File: src/rtl/div_restoring_if.sv
// div_restoring_if: operand/result bundle for the restoring divider.
// The master side issues start/operands; the slave side returns the quotient,
// remainder, done flag and error flag.
interface div_restoring_if;
    logic       start;
    logic [7:0] initD;
    logic [3:0] initM;
    logic [3:0] cociente;
    logic [3:0] resto;
    logic       fin;
    logic       err;

    modport master (
        output start,
        output initD,
        output initM,
        input  cociente,
        input  resto,
        input  fin,
        input  err
    );

    modport slave (
        input  start,
        input  initD,
        input  initM,
        output cociente,
        output resto,
        output fin,
        output err
    );
endinterface

File: src/rtl/div_restoring.sv
// div_restoring: 8-bit by 4-bit unsigned restoring divider.
// One SHIFT/SUB pair per quotient bit, four iterations, result held in DONE
// until start drops.
// Optional macro DIV_ERR_EN: flags divide-by-zero and quotient overflow at the
// start edge and jumps straight to DONE with err=1, quotient 4'hF, remainder 0.
// Without it err is constant 0 and out-of-range operands give raw results.
module div_restoring (
    input  logic           clk,
    input  logic           reset_n,
    div_restoring_if.slave bus
);

    typedef enum logic [1:0] {
        StIdle  = 2'd0,
        StShift = 2'd1,
        StSub   = 2'd2,
        StDone  = 2'd3
    } state_e;

    state_e     r_state;
    logic [4:0] r_a;    // partial remainder, bit 4 is the carry/sign position
    logic [3:0] r_q;
    logic [3:0] r_m;
    logic [2:0] r_cnt;
    logic       r_fin;
    logic       r_err;

    logic [4:0] w_diff;
    logic       w_chk_err;

    assign w_diff = r_a - {1'b0, r_m};

`ifdef DIV_ERR_EN
    // Divisor zero, or upper dividend nibble already >= divisor (quotient > 15).
    assign w_chk_err = (bus.initM == 4'd0) || (bus.initD[7:4] >= bus.initM);
`else
    assign w_chk_err = 1'b0;
`endif

    assign bus.cociente = r_q;
    assign bus.resto    = r_a[3:0];
    assign bus.fin      = r_fin;
    assign bus.err      = r_err;

    // Control FSM and datapath registers, outputs registered alongside state.
    always_ff @(posedge clk or negedge reset_n) begin
        if (!reset_n) begin
            r_state <= StIdle;
            r_a     <= 5'd0;
            r_q     <= 4'd0;
            r_m     <= 4'd0;
            r_cnt   <= 3'd0;
            r_fin   <= 1'b0;
            r_err   <= 1'b0;
        end else begin
            unique case (r_state)
                StIdle: begin
                    if (bus.start) begin
                        r_m   <= bus.initM;
                        r_cnt <= 3'd4;
                        if (w_chk_err) begin
                            r_a     <= 5'd0;
                            r_q     <= 4'hF;
                            r_err   <= 1'b1;
                            r_fin   <= 1'b1;
                            r_state <= StDone;
                        end else begin
                            r_a     <= {1'b0, bus.initD[7:4]};
                            r_q     <= bus.initD[3:0];
                            r_err   <= 1'b0;
                            r_state <= StShift;
                        end
                    end
                end
                StShift: begin
                    // Q[0] is don't-care here; SUB writes the real quotient bit.
                    r_a     <= {r_a[3:0], r_q[3]};
                    r_q     <= {r_q[2:0], 1'b0};
                    r_state <= StSub;
                end
                StSub: begin
                    if (!w_diff[4]) begin
                        r_a    <= w_diff;
                        r_q[0] <= 1'b1;
                    end else begin
                        r_q[0] <= 1'b0;
                    end
                    r_cnt <= r_cnt - 3'd1;
                    if (r_cnt == 3'd1) begin
                        r_fin   <= 1'b1;
                        r_state <= StDone;
                    end else begin
                        r_state <= StShift;
                    end
                end
                StDone: begin
                    if (!bus.start) begin
                        r_fin   <= 1'b0;
                        r_state <= StIdle;
                    end
                end
                default: begin
                    r_state <= StIdle;
                end
            endcase
        end
    end

endmodule

File: src/flat_wrapper.sv
// flat-port wrapper written by rule: the top's interface ports become plain ports
module div_restoring_flat 
  (clk, reset_n, bus_start, bus_initD, bus_initM, bus_cociente, bus_resto, bus_fin, bus_err);
  div_restoring_if bus_i ();
  input  logic clk;
  input  logic reset_n;
  input wire logic [$bits(bus_i.start)-1:0] bus_start;
  input wire logic [$bits(bus_i.initD)-1:0] bus_initD;
  input wire logic [$bits(bus_i.initM)-1:0] bus_initM;
  output wire logic [$bits(bus_i.cociente)-1:0] bus_cociente;
  output wire logic [$bits(bus_i.resto)-1:0] bus_resto;
  output wire logic [$bits(bus_i.fin)-1:0] bus_fin;
  output wire logic [$bits(bus_i.err)-1:0] bus_err;
  assign bus_i.start = bus_start;
  assign bus_i.initD = bus_initD;
  assign bus_i.initM = bus_initM;
  assign bus_cociente = bus_i.cociente;
  assign bus_resto = bus_i.resto;
  assign bus_fin = bus_i.fin;
  assign bus_err = bus_i.err;
  div_restoring u_core (.clk(clk), .reset_n(reset_n), .bus(bus_i));
endmodule
File: config.mk
export PLATFORM = sky130hd
export DESIGN_NAME = div_restoring_flat
export DESIGN_NICKNAME = d
export VERILOG_FILES = /design/src/rtl/div_restoring_if.sv /design/src/rtl/div_restoring.sv /design/src/flat_wrapper.sv
export SDC_FILE = /design/constraint.sdc
export NUM_CORES = 1
export LEC_CHECK = 0
export BUFFER_PORTS_ARGS = -buffer_cell sky130_fd_sc_hd__buf_4
export CAP_MARGIN = 5
export CELL_PAD_IN_SITES_DETAIL_PLACEMENT = 2
export CELL_PAD_IN_SITES_GLOBAL_PLACEMENT = 2
export CORE_MARGIN = 4
export CORE_UTILIZATION = 30
export DETAILED_ROUTE_END_ITERATION = 10
export PLACE_DENSITY = 0.83
export SYNTH_ARGS = -nofsm -noshare
export SYNTH_HDL_FRONTEND = slang
export SYNTH_SLANG_ARGS = --single-unit
File: constraint.sdc
create_clock -name clk -period 2.2 [get_ports clk]
set_input_delay 0.66 -clock clk [delete_from_list [all_inputs] [get_ports clk]]
set_output_delay 0.66 -clock clk [all_outputs]
set_load 0.01 [all_outputs]
==> impl_results.md <==
* Number of synthesis warnings at 0
* Layout cells sized above 1 at 0.342
* Final hold violations at 0
* Clock sink total at 19
* GPL Wtd Cong at 0.763
* Mux contribution to synthesized area at 0.0971
* Area contributors post-synth: dfrtp_1 (38%), ha_1 (11%), mux2_2 (8.0%)
* Die X at 72.9 um
* Post-DP Area at 1500 um2
* Final WL at 3570 um
* Share of power burned in registers at 0.249
* Max-slew violation count at 0
* Lkg Pwr at 0.000737 uW
* Simple-gate share of the synthesized area at 0.131
* Total grt overflow at 0
* CTS Buffer Depth at 2
* Clk_skew at 2.58 ps
* Most common flop cell mapped by yosys: dfrtp_1
* Setup crit start kind: flip-flop
* Period Utilization, post-route at 1.02
* Synthesized area at around 1300 um2
* Drt first pass iters at 4
* Clock Power Share at 0.088
* Failing checks: setup timing
* Power Dens Cells at between 1500 and 2000 nW/um2
* Compound-Gate Fraction of Synth Area at 0.174
* Num CTS Buffers at 3
* Adder-Cell Fraction of Synth Area at 0.125
* Synth unique cells at 34
* Hpwl dp at 2860 um
* Setup CP Type: reg2reg
* Min Hold Slack at 269 ps
* Die Ht at around 73 um
* CP Cell Sequence: inv_1, ha_2, inv_2, fa_2, a21o_1, a2111oi_4, nand4b_4, mux2_1
* Mapped Cells at 127
* Worst Path Required at between 2000 and 2500 ps
* # hold bufs at CTS at 0
* Drt via density at 5.10
* Maxcap violations at 0
* Iter 0 DRT Violations at 17
* Combinational family with the most area after synthesis: compound AO/OA/AOI/OAI gates
* CTS root buf: clkbuf_8
* Port Buf Inserts at 23
* Vias at around 1000
* Arr. time, crit path at approximately 2400 ps
* DIE AREA at 5310 um2
* Area leader, netlist: dfrtp_1
* Switching Fraction at 0.438
* Sw Pwr at ~1200 uW
* CP max stage cell: dfrtp_1
* Final Critical Period at 2240 ps
* Initial antenna violation count at 0
* Rows at 23
* Worst setup EP type: flip-flop
* Tot GR Track Use at 0.148
* Syn_nets at between 150 and 200
* RSZ-0062 raised after global routing: yes
* Area delta synth->final at 25.2%
* Post-Synth XOR/XNOR Area at 0.0139
* Clk slew on worst S/H paths at ~80 ps
* Combinational Power Share at 0.663
* Syn Area/Cell at around 10 um2
* Yosys reg bits at 19
* Diodes inserted at 0
* Setup violations, final at 5
* Crit-path max cell delay at about 380 ps
* EDFF count, synth at 0
* First-pass GRT wire length at around 6100 um
* Clock Latency Late Sink at 260 ps
* Post-route ant nets at 0
* Register area share after synthesis at 0.377
* Top-area cell type share of the netlist area at 0.377
* Status: finished with violations
* Vias in the first global route at 1199
* Setup WS post-layout at -35.2 ps
* Post-layout net count at between 150 and 200
* Pin count of the biggest net entering global routing at 20
* VDD IR max at 0.465 mV
* Ports at 25
* Avg WL per Cell at around 17 um
* CTS tree: done
* Htree depth at 1
* # DRC at 0
* Initial Util at 0.313
* Int Power at 1590 uW
* Worst-path fanout max at 5
* Core area at 4030 um2
* Class of the worst hold path: in2async
* Final Cell Area at between 1500 and 2000 um2
* Async SR Flop Fraction at 1.00
* Fmax at 447 MHz
## what timing repair did
action | in CTS | in global routing
resized for setup | 7 | 0
pin swaps | 3 | 1
setup buffers | 1 | 2
setup endpoints to repair | 5 | 5
## cell usage after synthesis (2+ instances only)
cell type  instances
o22ai_1            7
a211oi_1           2
a22oi_1            2
nor2b_1            2
ha_1              11
nand3_1            3
nand2b_1           2
buf_2              2
nor2_1             6
xor2_1             2
buf_4              5
mux2_2             9
nand2_1            6
dfrtp_1           19
a21oi_1           11
o21ai_0            8
inv_1             13
## metal layers
| metal | routed length (um) | part of all wire | GRT usage | vias up |
|---|---|---|---|---|
| li1 | - | - | - | 495 |
| met1 | 1480 | 0.41 | 0.177 | 524 |
| met2 | 1900 | 0.53 | 0.274 | 20 |
| met3 | 129 | 0.036 | 0.0234 | 6 |
| met4 | 60 | 0.017 | 0.0348 | 0 |
| met5 | 0 | 0 | 0 | - |
## final timing paths
| path | from | endpoint | slack, ps | depth (start not counted) |
|---|---|---|---|---|
| worst max-delay path | u_core.r_a[0] | u_core.r_a[3] | -40 | 8 |
| min in group clk | u_core.r_cnt[1] | u_core.r_cnt[1] | 500 | 2 |
| worst min register to register | u_core.r_cnt[1] | u_core.r_cnt[1] | 500 | 2 |
| max in group asynchronous | reset_n | u_core.bus.cociente[2] | 1720 | 1 |
| worst min-delay path | reset_n | u_core.r_a[1] | 270 | 1 |
| worst max register to register | u_core.r_a[0] | u_core.r_a[3] | -40 | 8 |
## worst max-delay path, delay by kind of cell (launching register included)
family          cells  cell delay (ps)
simple gates        1              250
buf+inv             2              110
mux                 1              330
flops               1              380
compound gates      2              520
fa+ha+maj           2              540
## flip-flops by register name, summed over array words and instances, names as in the netlist
name / flops
u_core.r_state: 2
u_core.r_cnt: 3
u_core.r_a: 5
u_core.bus.cociente: 4
u_core.r_m: 4
u_core.bus.fin: 1
## placed cells by master, fill, tap and decap left out, drive strengths merged, types with 3 or more instances in the layout
master,instances
o21ai,8
o22ai,7
nand2,6
buf,32
mux2,10
nor2,6
dfrtp,19
a21oi,11
clkbuf,3
ha,11
inv,13
nor2b,3
nand3,3
## power groups by stage
stage | Combinational (uW) | Clock, uW | Sequential [uW]
floorplan | 1190 | 0 | 680
global placement | 1620 | 0 | 678
detailed placement | 1760 | 0 | 707
CTS | 1860 | 255 | 704
global route | 2080 | 281 | 734
finish | 1870 | 248 | 703
## per-stage QoR
stage / utilization / std cells / total power (uW) / setup TNS (ps) / worst slack (ps)
finish: 0.392 / 205 / 2820 / -120 / -35.2
CTS: 0.389 / 203 / 2820 / -195 / -50.7
global placement: 0.372 / 199 / 2300 / 0 / 15.0
detailed placement: 0.372 / 199 / 2470 / -499 / -125
floorplan: - / 127 / 1870 / 0 / 5.57
global route: 0.392 / 205 / 3090 / -645 / -144
## cells by family (layout without fill, tap and decap cells)
logic type / count (synthesis) / after routing
AOI/OAI and AO/OA: 34 / 34
xor gates and xnor gates: 2 / 2
adders and majority gates: 12 / 12
buffers and inverters: 21 / 49
DFF: 19 / 19
muxes: 11 / 11
other: 1 / 1
and+or+nand+nor: 27 / 27
## area by class of cell
type / count / area [um2]
Fill cell: 453 / 2450
Multi-Input combinational cell: 87 / 707
Sequential cell: 19 / 475
Timing Repair Buffer: 32 / 240
Tap cell: 50 / 62.6
Inverter: 13 / 48.8
Clock buffer: 3 / 41.3
Clock inverter: 1 / 5.00
Note: power is estimated with default switching activity, not from simulation.
